==> config.mk <==
export PLATFORM = sky130hd
export DESIGN_NAME = hazard_scoreboard_flat
export DESIGN_NICKNAME = d
export VERILOG_FILES = /design/src/rtl/hazard_scoreboard_if.sv /design/src/rtl/hazard_scoreboard.sv /design/src/flat_wrapper.sv
export SDC_FILE = /design/constraint.sdc
export NUM_CORES = 1
export LEC_CHECK = 0
export BUFFER_PORTS_ARGS = -buffer_cell sky130_fd_sc_hd__buf_2
export CORE_UTILIZATION = 52
export DETAILED_ROUTE_END_ITERATION = 7
export PLACE_DENSITY = 0.86
export SKIP_LAST_GASP = 1
export SYNTH_ARGS = -nofsm -noshare
export SYNTH_HDL_FRONTEND = slang
export SYNTH_SLANG_ARGS = --single-unit
==> constraint.sdc <==
create_clock -name clk -period 3.2 [get_ports clk]
set_clock_uncertainty 0.15 [all_clocks]
set_input_delay 0.16 -clock clk [delete_from_list [all_inputs] [get_ports clk]]
set_output_delay 0.16 -clock clk [all_outputs]
set_load 0.05 [all_outputs]
==> src/rtl/hazard_scoreboard_if.sv <==
// ID-stage hazard bus: decode-side request fields in, pipeline control out.
interface hazard_scoreboard_if #(
    parameter int REG_W = 4,
    parameter int DEPTH = 3,
    parameter int CNT_W = 16
);
    localparam int FS_W = $clog2(DEPTH + 1);

    logic             id_valid;
    logic [REG_W-1:0] id_src1;
    logic [REG_W-1:0] id_src2;
    logic             id_two_src;
    logic             id_wb_en;
    logic             id_mem_r_en;
    logic [REG_W-1:0] id_dest;
    logic             branch_taken;
    logic             freeze;
    logic             flush;
    logic [FS_W-1:0]  fwd_sel1;
    logic [FS_W-1:0]  fwd_sel2;
    logic [CNT_W-1:0] stall_count;

    // pipeline / decode side
    modport master (
        output id_valid, id_src1, id_src2, id_two_src, id_wb_en,
               id_mem_r_en, id_dest, branch_taken,
        input  freeze, flush, fwd_sel1, fwd_sel2, stall_count
    );

    // scoreboard side
    modport slave (
        input  id_valid, id_src1, id_src2, id_two_src, id_wb_en,
               id_mem_r_en, id_dest, branch_taken,
        output freeze, flush, fwd_sel1, fwd_sel2, stall_count
    );
endinterface

==> src/rtl/hazard_scoreboard.sv <==
// Hazard scoreboard: tracks in-flight destination writes behind ID and
// produces freeze / flush / forwarding selects plus a stall counter.

// Per-slot source compare against one in-flight destination.
module hazard_scoreboard_cmp #(
    parameter int REG_W = 4
) (
    input  logic             i_live,
    input  logic [REG_W-1:0] i_dst,
    input  logic [REG_W-1:0] i_src1,
    input  logic [REG_W-1:0] i_src2,
    input  logic             i_two_src,
    output logic             o_m1,
    output logic             o_m2
);
    assign o_m1 = i_live & (i_dst == i_src1);
    assign o_m2 = i_live & i_two_src & (i_dst == i_src2);
endmodule

module hazard_scoreboard #(
    parameter int REG_W  = 4,
    parameter int DEPTH  = 3,
    parameter int FWD_EN = 0,
    parameter int CNT_W  = 16
) (
    input  logic                clk,
    input  logic                rst,
    hazard_scoreboard_if.slave  bus
);
    localparam int FS_W = $clog2(DEPTH + 1);

    // Load flag is only ever consulted at slot 0, so it is kept beside the
    // shift register instead of travelling with every entry.
    typedef struct packed {
        logic             v;
        logic             wb;
        logic [REG_W-1:0] dst;
    } slot_t;

    slot_t [DEPTH-1:0] r_slot;
    logic              r_ld0;
    logic [CNT_W-1:0]  r_cnt;

    logic [DEPTH-1:0]  w_m1;
    logic [DEPTH-1:0]  w_m2;
    logic [FS_W-1:0]   w_sel1;
    logic [FS_W-1:0]   w_sel2;
    logic              w_hz_any;
    logic              w_load_use;
    logic              w_freeze;
    logic              w_issue;

    for (genvar k = 0; k < DEPTH; k++) begin : g_cmp
        hazard_scoreboard_cmp #(.REG_W(REG_W)) u_cmp (
            .i_live    (bus.id_valid & r_slot[k].v & r_slot[k].wb),
            .i_dst     (r_slot[k].dst),
            .i_src1    (bus.id_src1),
            .i_src2    (bus.id_src2),
            .i_two_src (bus.id_two_src),
            .o_m1      (w_m1[k]),
            .o_m2      (w_m2[k])
        );
    end

    assign w_hz_any   = |(w_m1 | w_m2);
    assign w_load_use = (w_m1[0] | w_m2[0]) & r_ld0;
    // A taken branch kills the ID instruction, so it can never be frozen.
    assign w_freeze   = ((FWD_EN != 0) ? w_load_use : w_hz_any) & ~bus.branch_taken;
    assign w_issue    = bus.id_valid & ~w_freeze & ~bus.branch_taken;

    // Lowest matching slot wins: scan oldest to youngest so the youngest
    // producer overwrites.
    always_comb begin
        w_sel1 = '0;
        w_sel2 = '0;
        for (int k = DEPTH - 1; k >= 0; k--) begin
            if (w_m1[k]) w_sel1 = FS_W'(k + 1);
            if (w_m2[k]) w_sel2 = FS_W'(k + 1);
        end
    end

    assign bus.freeze      = w_freeze;
    assign bus.flush       = bus.branch_taken;
    assign bus.fwd_sel1    = ((FWD_EN != 0) && !w_freeze) ? w_sel1 : '0;
    assign bus.fwd_sel2    = ((FWD_EN != 0) && !w_freeze) ? w_sel2 : '0;
    assign bus.stall_count = r_cnt;

    // Scoreboard shift: downstream slots always drain, slot 0 takes ID or a bubble.
    always_ff @(posedge clk or negedge rst) begin
        if (!rst) begin
            r_slot <= '0;
            r_ld0  <= 1'b0;
        end else begin
            r_slot[0] <= w_issue ? slot_t'{v: 1'b1, wb: bus.id_wb_en, dst: bus.id_dest}
                                 : slot_t'('0);
            r_ld0     <= w_issue & bus.id_mem_r_en;
            for (int k = 1; k < DEPTH; k++) begin
                r_slot[k] <= r_slot[k-1];
            end
        end
    end

    // Saturating count of frozen cycles.
    always_ff @(posedge clk or negedge rst) begin
        if (!rst) begin
            r_cnt <= '0;
        end else if (w_freeze && (r_cnt != {CNT_W{1'b1}})) begin
            r_cnt <= r_cnt + CNT_W'(1);
        end
    end
endmodule

==> src/flat_wrapper.sv <==
// flat-port wrapper written by rule: the top's interface ports become plain ports
module hazard_scoreboard_flat 
#(
    parameter int REG_W  = 4,
    parameter int DEPTH  = 3,
    parameter int FWD_EN = 0,
    parameter int CNT_W  = 16
)
  (clk, rst, bus_id_valid, bus_id_src1, bus_id_src2, bus_id_two_src, bus_id_wb_en, bus_id_mem_r_en, bus_id_dest, bus_branch_taken, bus_freeze, bus_flush, bus_fwd_sel1, bus_fwd_sel2, bus_stall_count);
  hazard_scoreboard_if #(.REG_W(REG_W), .DEPTH(DEPTH), .CNT_W(CNT_W)) bus_i ();
  input  logic clk;
  input  logic rst;
  input wire logic [$bits(bus_i.id_valid)-1:0] bus_id_valid;
  input wire logic [$bits(bus_i.id_src1)-1:0] bus_id_src1;
  input wire logic [$bits(bus_i.id_src2)-1:0] bus_id_src2;
  input wire logic [$bits(bus_i.id_two_src)-1:0] bus_id_two_src;
  input wire logic [$bits(bus_i.id_wb_en)-1:0] bus_id_wb_en;
  input wire logic [$bits(bus_i.id_mem_r_en)-1:0] bus_id_mem_r_en;
  input wire logic [$bits(bus_i.id_dest)-1:0] bus_id_dest;
  input wire logic [$bits(bus_i.branch_taken)-1:0] bus_branch_taken;
  output wire logic [$bits(bus_i.freeze)-1:0] bus_freeze;
  output wire logic [$bits(bus_i.flush)-1:0] bus_flush;
  output wire logic [$bits(bus_i.fwd_sel1)-1:0] bus_fwd_sel1;
  output wire logic [$bits(bus_i.fwd_sel2)-1:0] bus_fwd_sel2;
  output wire logic [$bits(bus_i.stall_count)-1:0] bus_stall_count;
  assign bus_i.id_valid = bus_id_valid;
  assign bus_i.id_src1 = bus_id_src1;
  assign bus_i.id_src2 = bus_id_src2;
  assign bus_i.id_two_src = bus_id_two_src;
  assign bus_i.id_wb_en = bus_id_wb_en;
  assign bus_i.id_mem_r_en = bus_id_mem_r_en;
  assign bus_i.id_dest = bus_id_dest;
  assign bus_i.branch_taken = bus_branch_taken;
  assign bus_freeze = bus_i.freeze;
  assign bus_flush = bus_i.flush;
  assign bus_fwd_sel1 = bus_i.fwd_sel1;
  assign bus_fwd_sel2 = bus_i.fwd_sel2;
  assign bus_stall_count = bus_i.stall_count;
  hazard_scoreboard #(.REG_W(REG_W), .DEPTH(DEPTH), .FWD_EN(FWD_EN), .CNT_W(CNT_W)) u_core (.clk(clk), .rst(rst), .bus(bus_i));
endmodule
==> results.md <==
| Group | Parameter | This run |
|---|---|---|
| outcome | Status | finished, final reports clean |
| global routing | Number of global-route vias before repair | 1170 |
| detailed routing | Routed met2 length | 1.533 mm |
| hold path | Count of cells along the worst hold path | 2 |
| logic synthesis | Netlist cell types | 36 |
| pwr | Net switching power | 0.2174 mW |
| logic synthesis | Top flip-flop cell by instance count after synthesis | sky130_fd_sc_hd__dfrtp_1 |
| die | Effective utilization at floorplan | 55.12% |
| logic synthesis | Mapped Avg Cell Area | 11.69 µm² |
| clock tree | Max Buffers Root-to-Sink | 2 |
| global routing | Number of antenna violations at the first check in global routing | 0 |
| critical path | Path type of the worst setup path | register to output pin |
| detailed routing | Vias per inst | 5.147 |
| cells and area | Fraction of final layout cells sized beyond drive strength 1 | 27.13% |
| logic synthesis | Area share of and/or/nand/nor cells after synthesis | 21.19% |
| detailed routing | Met3 wirelength from detailed routing | 119 µm |
| logic synthesis | Fraction of synthesized cell area in xor and xnor cells | 19.26% |
| pwr | Clock Power Share | 37.0% |
| die | DIE HEIGHT | 58.89 µm |
| clock tree | CTS buffer count | 5 |
| detailed routing | Detailed router's first-iteration violation count | 30 |
| cells and area | Final-stage net count | 207 |
| logic synthesis | Top area cells in the synthesized netlist | sky130_fd_sc_hd__dfrtp_1 51%, sky130_fd_sc_hd__xor2_1 9.9%, sky130_fd_sc_hd__xnor2_1 9.4% |
| critical path | Critical Path Source Type | register |
| logic synthesis | Leading cell type by number of instances after synthesis | sky130_fd_sc_hd__dfrtp_1 |
| logic synthesis | Share of synthesized area occupied by flip-flops and latches | 50.56% |
| detailed routing | Routed wire length | 3.132 mm |
| critical path | Maximum fanout count along the critical path | 17 |
| sta | Relative max-transition margin | 52.09% |
| logic synthesis | Cell area after synthesis | 1683 µm² |
| hold path | Launch instance of the worst min-delay path | bus_id_valid |
| sta | FMAX | 382.3 MHz |
| cells and area | Filler cell count in the final layout | 249 |
| global routing | First-pass GRT wire length | 5.471 mm |
| cells and area | Syn-to-layout area delta | 18.81% |
| clock tree | Clk sinks | 34 |
| clock tree | CTS Root Buffer Type | sky130_fd_sc_hd__clkbuf_4 |
| global routing | Global-route congestion overflow total | 0 |
| clock tree | Resize count post-CTS | 0 |
| detailed routing | # DRC | 0 |
| die | Chip width | 58.89 µm |
| logic synthesis | Share of flip-flops with an asynchronous set or reset | 100.0% |
| critical path | Critical register-to-register path endpoint | u_core.bus.stall_count[1]$_DFFE_PN0P_ |
| sta | Max-slew violation count | 0 |
| pwr | Register share of total power | 52.7% |
| pwr | Static leakage power | 0.9714 nW |
| critical path | Number of cells on the worst reg-to-reg path | 6 |
| logic synthesis | Warnings, synthesis | 0 |
| pwr | Worst ir drop on vdd | 432.1 µV |
| pwr | Switching part of the total power | 25.40% |
| detailed routing | Post-DRT Antenna Nets | 0 |
| clock tree | Clock insertion delay at the later pin of the skew report | 0.34 ns |
| critical path | Worst endpoint data arrival time | 2.31 ns |
| clock tree | Deepest level of the CTS H-tree | 2 |
| detailed routing | WL per Instance | 13.50 µm |
| placement | Instance area after placement | 1857 µm² |
| logic synthesis | Fraction of post-synthesis cell area in the top cell type by area | 50.56% |
| sta | Final setup fails | 0 |
| sta | Worst Tran Pin Value | 0.7186 ns |
| pwr | Cell internal power dissipation | 0.6385 mW |
| global routing | Total global routing track utilization | 21.63% |
| logic synthesis | Number of instances in the synthesized netlist | 144 |
| logic synthesis | Post-synthesis compound-gate area fraction | 1.338% |
| sta | Fin crit period | 2.615 ns |
| pwr | Gate power share | 10.3% |
| logic synthesis | Post-synthesis share of cell area spent on full adders, half adders and majority gates | 0.7435% |
| logic synthesis | Cell accounting for the most synthesized area | sky130_fd_sc_hd__dfrtp_1 |
| sta | Final critical-path share of the clock period | 81.73% |
| flow run | Reported max-cap violation count | 0 |
| logic synthesis | Flops & latches, synth | 34 |
| detailed routing | DRT met1 WL | 1.411 mm |
| critical path | Required time of the critical path | 2.89 ns |
| cells and area | Multi-input gate area in the final layout | 768.2 µm² |
| clock tree | Clock tree from TritonCTS | yes |
| cells and area | N_diodes | 0 |
| critical path | Capturing element type of the critical path | output pin |
| critical path | Critical R2R Launch | u_core.r_slot[7]$_DFF_PN0_ |
| logic synthesis | Most frequent cells after synthesis | 34 x sky130_fd_sc_hd__dfrtp_1, 19 x sky130_fd_sc_hd__xor2_1, 18 x sky130_fd_sc_hd__xnor2_1 |
| logic synthesis | Largest family of logic cells by synthesized area | simple AND/OR/NAND/NOR gates |
| sta | Final hold vios | 0 |
| placement | Port Buf Inserts | 35 |
| placement | GPL Wtd Cong | 0.8370 |
| cells and area | Design Area, Final | 1999 µm² |
| placement | Detail Placement HPWL | 2.250 mm |
| hold path | Hold Path Sink | u_core.r_slot[5]$_DFF_PN0_ |
| die | Core ar. | 3053 µm² |
| detailed routing | First-pass iteration count of the detailed router | 4 |
| die | Die area | 3468 µm² |
| logic synthesis | Multiplexer fraction of the synthesized cell area | 2.230% |
| clock tree | Clock slew seen by the registers of the worst setup and hold paths | 0.11 ns |
| die | Number of rows in the core area | 20 |
| sta | Setup repair after global routing missed its margin | false |
| pwr | Ratio of total power to cell area | 428.0 nW/µm² |
| die | Num ports | 41 |
| global routing | Largest net degree at the start of global routing | 35 |
| detailed routing | Vias | 1194 |
| logic synthesis | EDFF count, synth | 0 |
| cells and area | FF+latch area | 850.8 µm² |
| critical path | Reg2reg setup slack | 0.67 ns |
| sta | Setup tns final | 0 ns |
| detailed routing | Top Layer Used | met4 |
| hold path | Class of the tightest hold or removal check | input pin to register |
==> cells in the final DEF (no fill, tap or decap), types with 2 or more instances in the layout <==
| cell | n |
|---|---|
| sky130_fd_sc_hd__and2_1 | 5 |
| sky130_fd_sc_hd__and3_1 | 2 |
| sky130_fd_sc_hd__buf_2 | 35 |
| sky130_fd_sc_hd__clkbuf_4 | 5 |
| sky130_fd_sc_hd__clkinvlp_4 | 2 |
| sky130_fd_sc_hd__conb_1 | 4 |
| sky130_fd_sc_hd__dfrtp_1 | 34 |
| sky130_fd_sc_hd__dlygate4sd3_1 | 6 |
| sky130_fd_sc_hd__inv_1 | 2 |
| sky130_fd_sc_hd__nand2_1 | 4 |
| sky130_fd_sc_hd__nand2b_1 | 3 |
| sky130_fd_sc_hd__nand3_1 | 9 |
| sky130_fd_sc_hd__nand3b_1 | 2 |
| sky130_fd_sc_hd__nand4_1 | 4 |
| sky130_fd_sc_hd__nor2_1 | 3 |
| sky130_fd_sc_hd__nor3_1 | 4 |
| sky130_fd_sc_hd__nor4_1 | 8 |
| sky130_fd_sc_hd__nor4b_1 | 2 |
| sky130_fd_sc_hd__xnor2_1 | 18 |
| sky130_fd_sc_hd__xor2_1 | 19 |
==> what timing repair did <==
item | in CTS | in global routing
hold buffers | 6 | 0
hold endpoints to repair | 39 | 0
buffers inserted | 0 | 0
==> cell type report <==
type / count / share of cell area, %
Sequential cell: 34 / 42.55
Multi-Input combinational cell: 103 / 38.42
Timing Repair Buffer: 41 / 11.76
Tap cell: 44 / 2.753
Clock inverter: 3 / 2.253
Clock buffer: 5 / 1.877
Inverter: 2 / 0.3755
==> flip-flops by register name, indices dropped and copies added, names as in the netlist <==
| register | cells |
|---|---|
| u_core.r_slot | 18 |
| u_core.bus.stall_count | 16 |
==> worst max-delay path by stage <==
stage	start	cells past startpoint	to
2_1_floorplan	u_core.r_slot[7]$_DFF_PN0_	7	bus_freeze
6_report	u_core.r_slot[7]$_DFF_PN0_	6	bus_freeze
4_1_cts	u_core.r_slot[7]$_DFF_PN0_	6	bus_freeze
3_5_place_dp	u_core.r_slot[7]$_DFF_PN0_	6	u_core.bus.stall_count[1]$_DFFE_PN0P_
3_3_place_gp	u_core.r_slot[7]$_DFF_PN0_	6	u_core.bus.stall_count[1]$_DFFE_PN0P_
5_1_grt	u_core.r_slot[7]$_DFF_PN0_	6	bus_freeze
==> cells by family after synthesis <==
logic type	after synthesis
adders and majority gates	1
AOI/OAI and AO/OA	2
DFF	34
xor gates and xnor gates	37
buffers and inverters	10
other	1
and+or+nand+nor	56
muxes	3
==> through the flow <==
step	hold WS, ns	setup slack [ns]	total power [mW]	std cells	util, %
2_1_floorplan	-0.2856	0.8268	0.5130	147	-
3_3_place_gp	0.1036	0.7445	0.5399	218	60.82
3_5_place_dp	0.1087	0.6747	0.5434	218	60.82
4_1_cts	0.04327	0.5624	0.8659	232	65.49
5_1_grt	0.05227	0.3775	0.8952	232	65.49
6_report	0.06393	0.5845	0.8559	232	65.49
==> power by group through the flow <==
stage,clock (mW),combinational [mW],sequential [mW]
6_report,0.316,0.0884,0.451
5_1_grt,0.346,0.0967,0.453
4_1_cts,0.325,0.0895,0.451
3_5_place_dp,0,0.0837,0.460
3_3_place_gp,0,0.0815,0.458
2_1_floorplan,0,0.0482,0.465
==> routing by layer <==
layer / vias to the layer above / GRT usage, %
met2: 32 / 32.47
li1: 579 / -
met5: - / 0
met3: 8 / 6.374
met4: 0 / 11.90
met1: 575 / 28.16
==> worst max-delay path: stages, from the launching register on <==
cell and delay [ns]:
sky130_fd_sc_hd__dfrtp_1 0.43, sky130_fd_sc_hd__xor2_1 0.17, sky130_fd_sc_hd__o41ai_2 0.39, sky130_fd_sc_hd__nand4_1 0.12
sky130_fd_sc_hd__and4_1 0.40, sky130_fd_sc_hd__nor2_1 0.17, sky130_fd_sc_hd__buf_2 0.28
(Power assumes the default switching activity.)
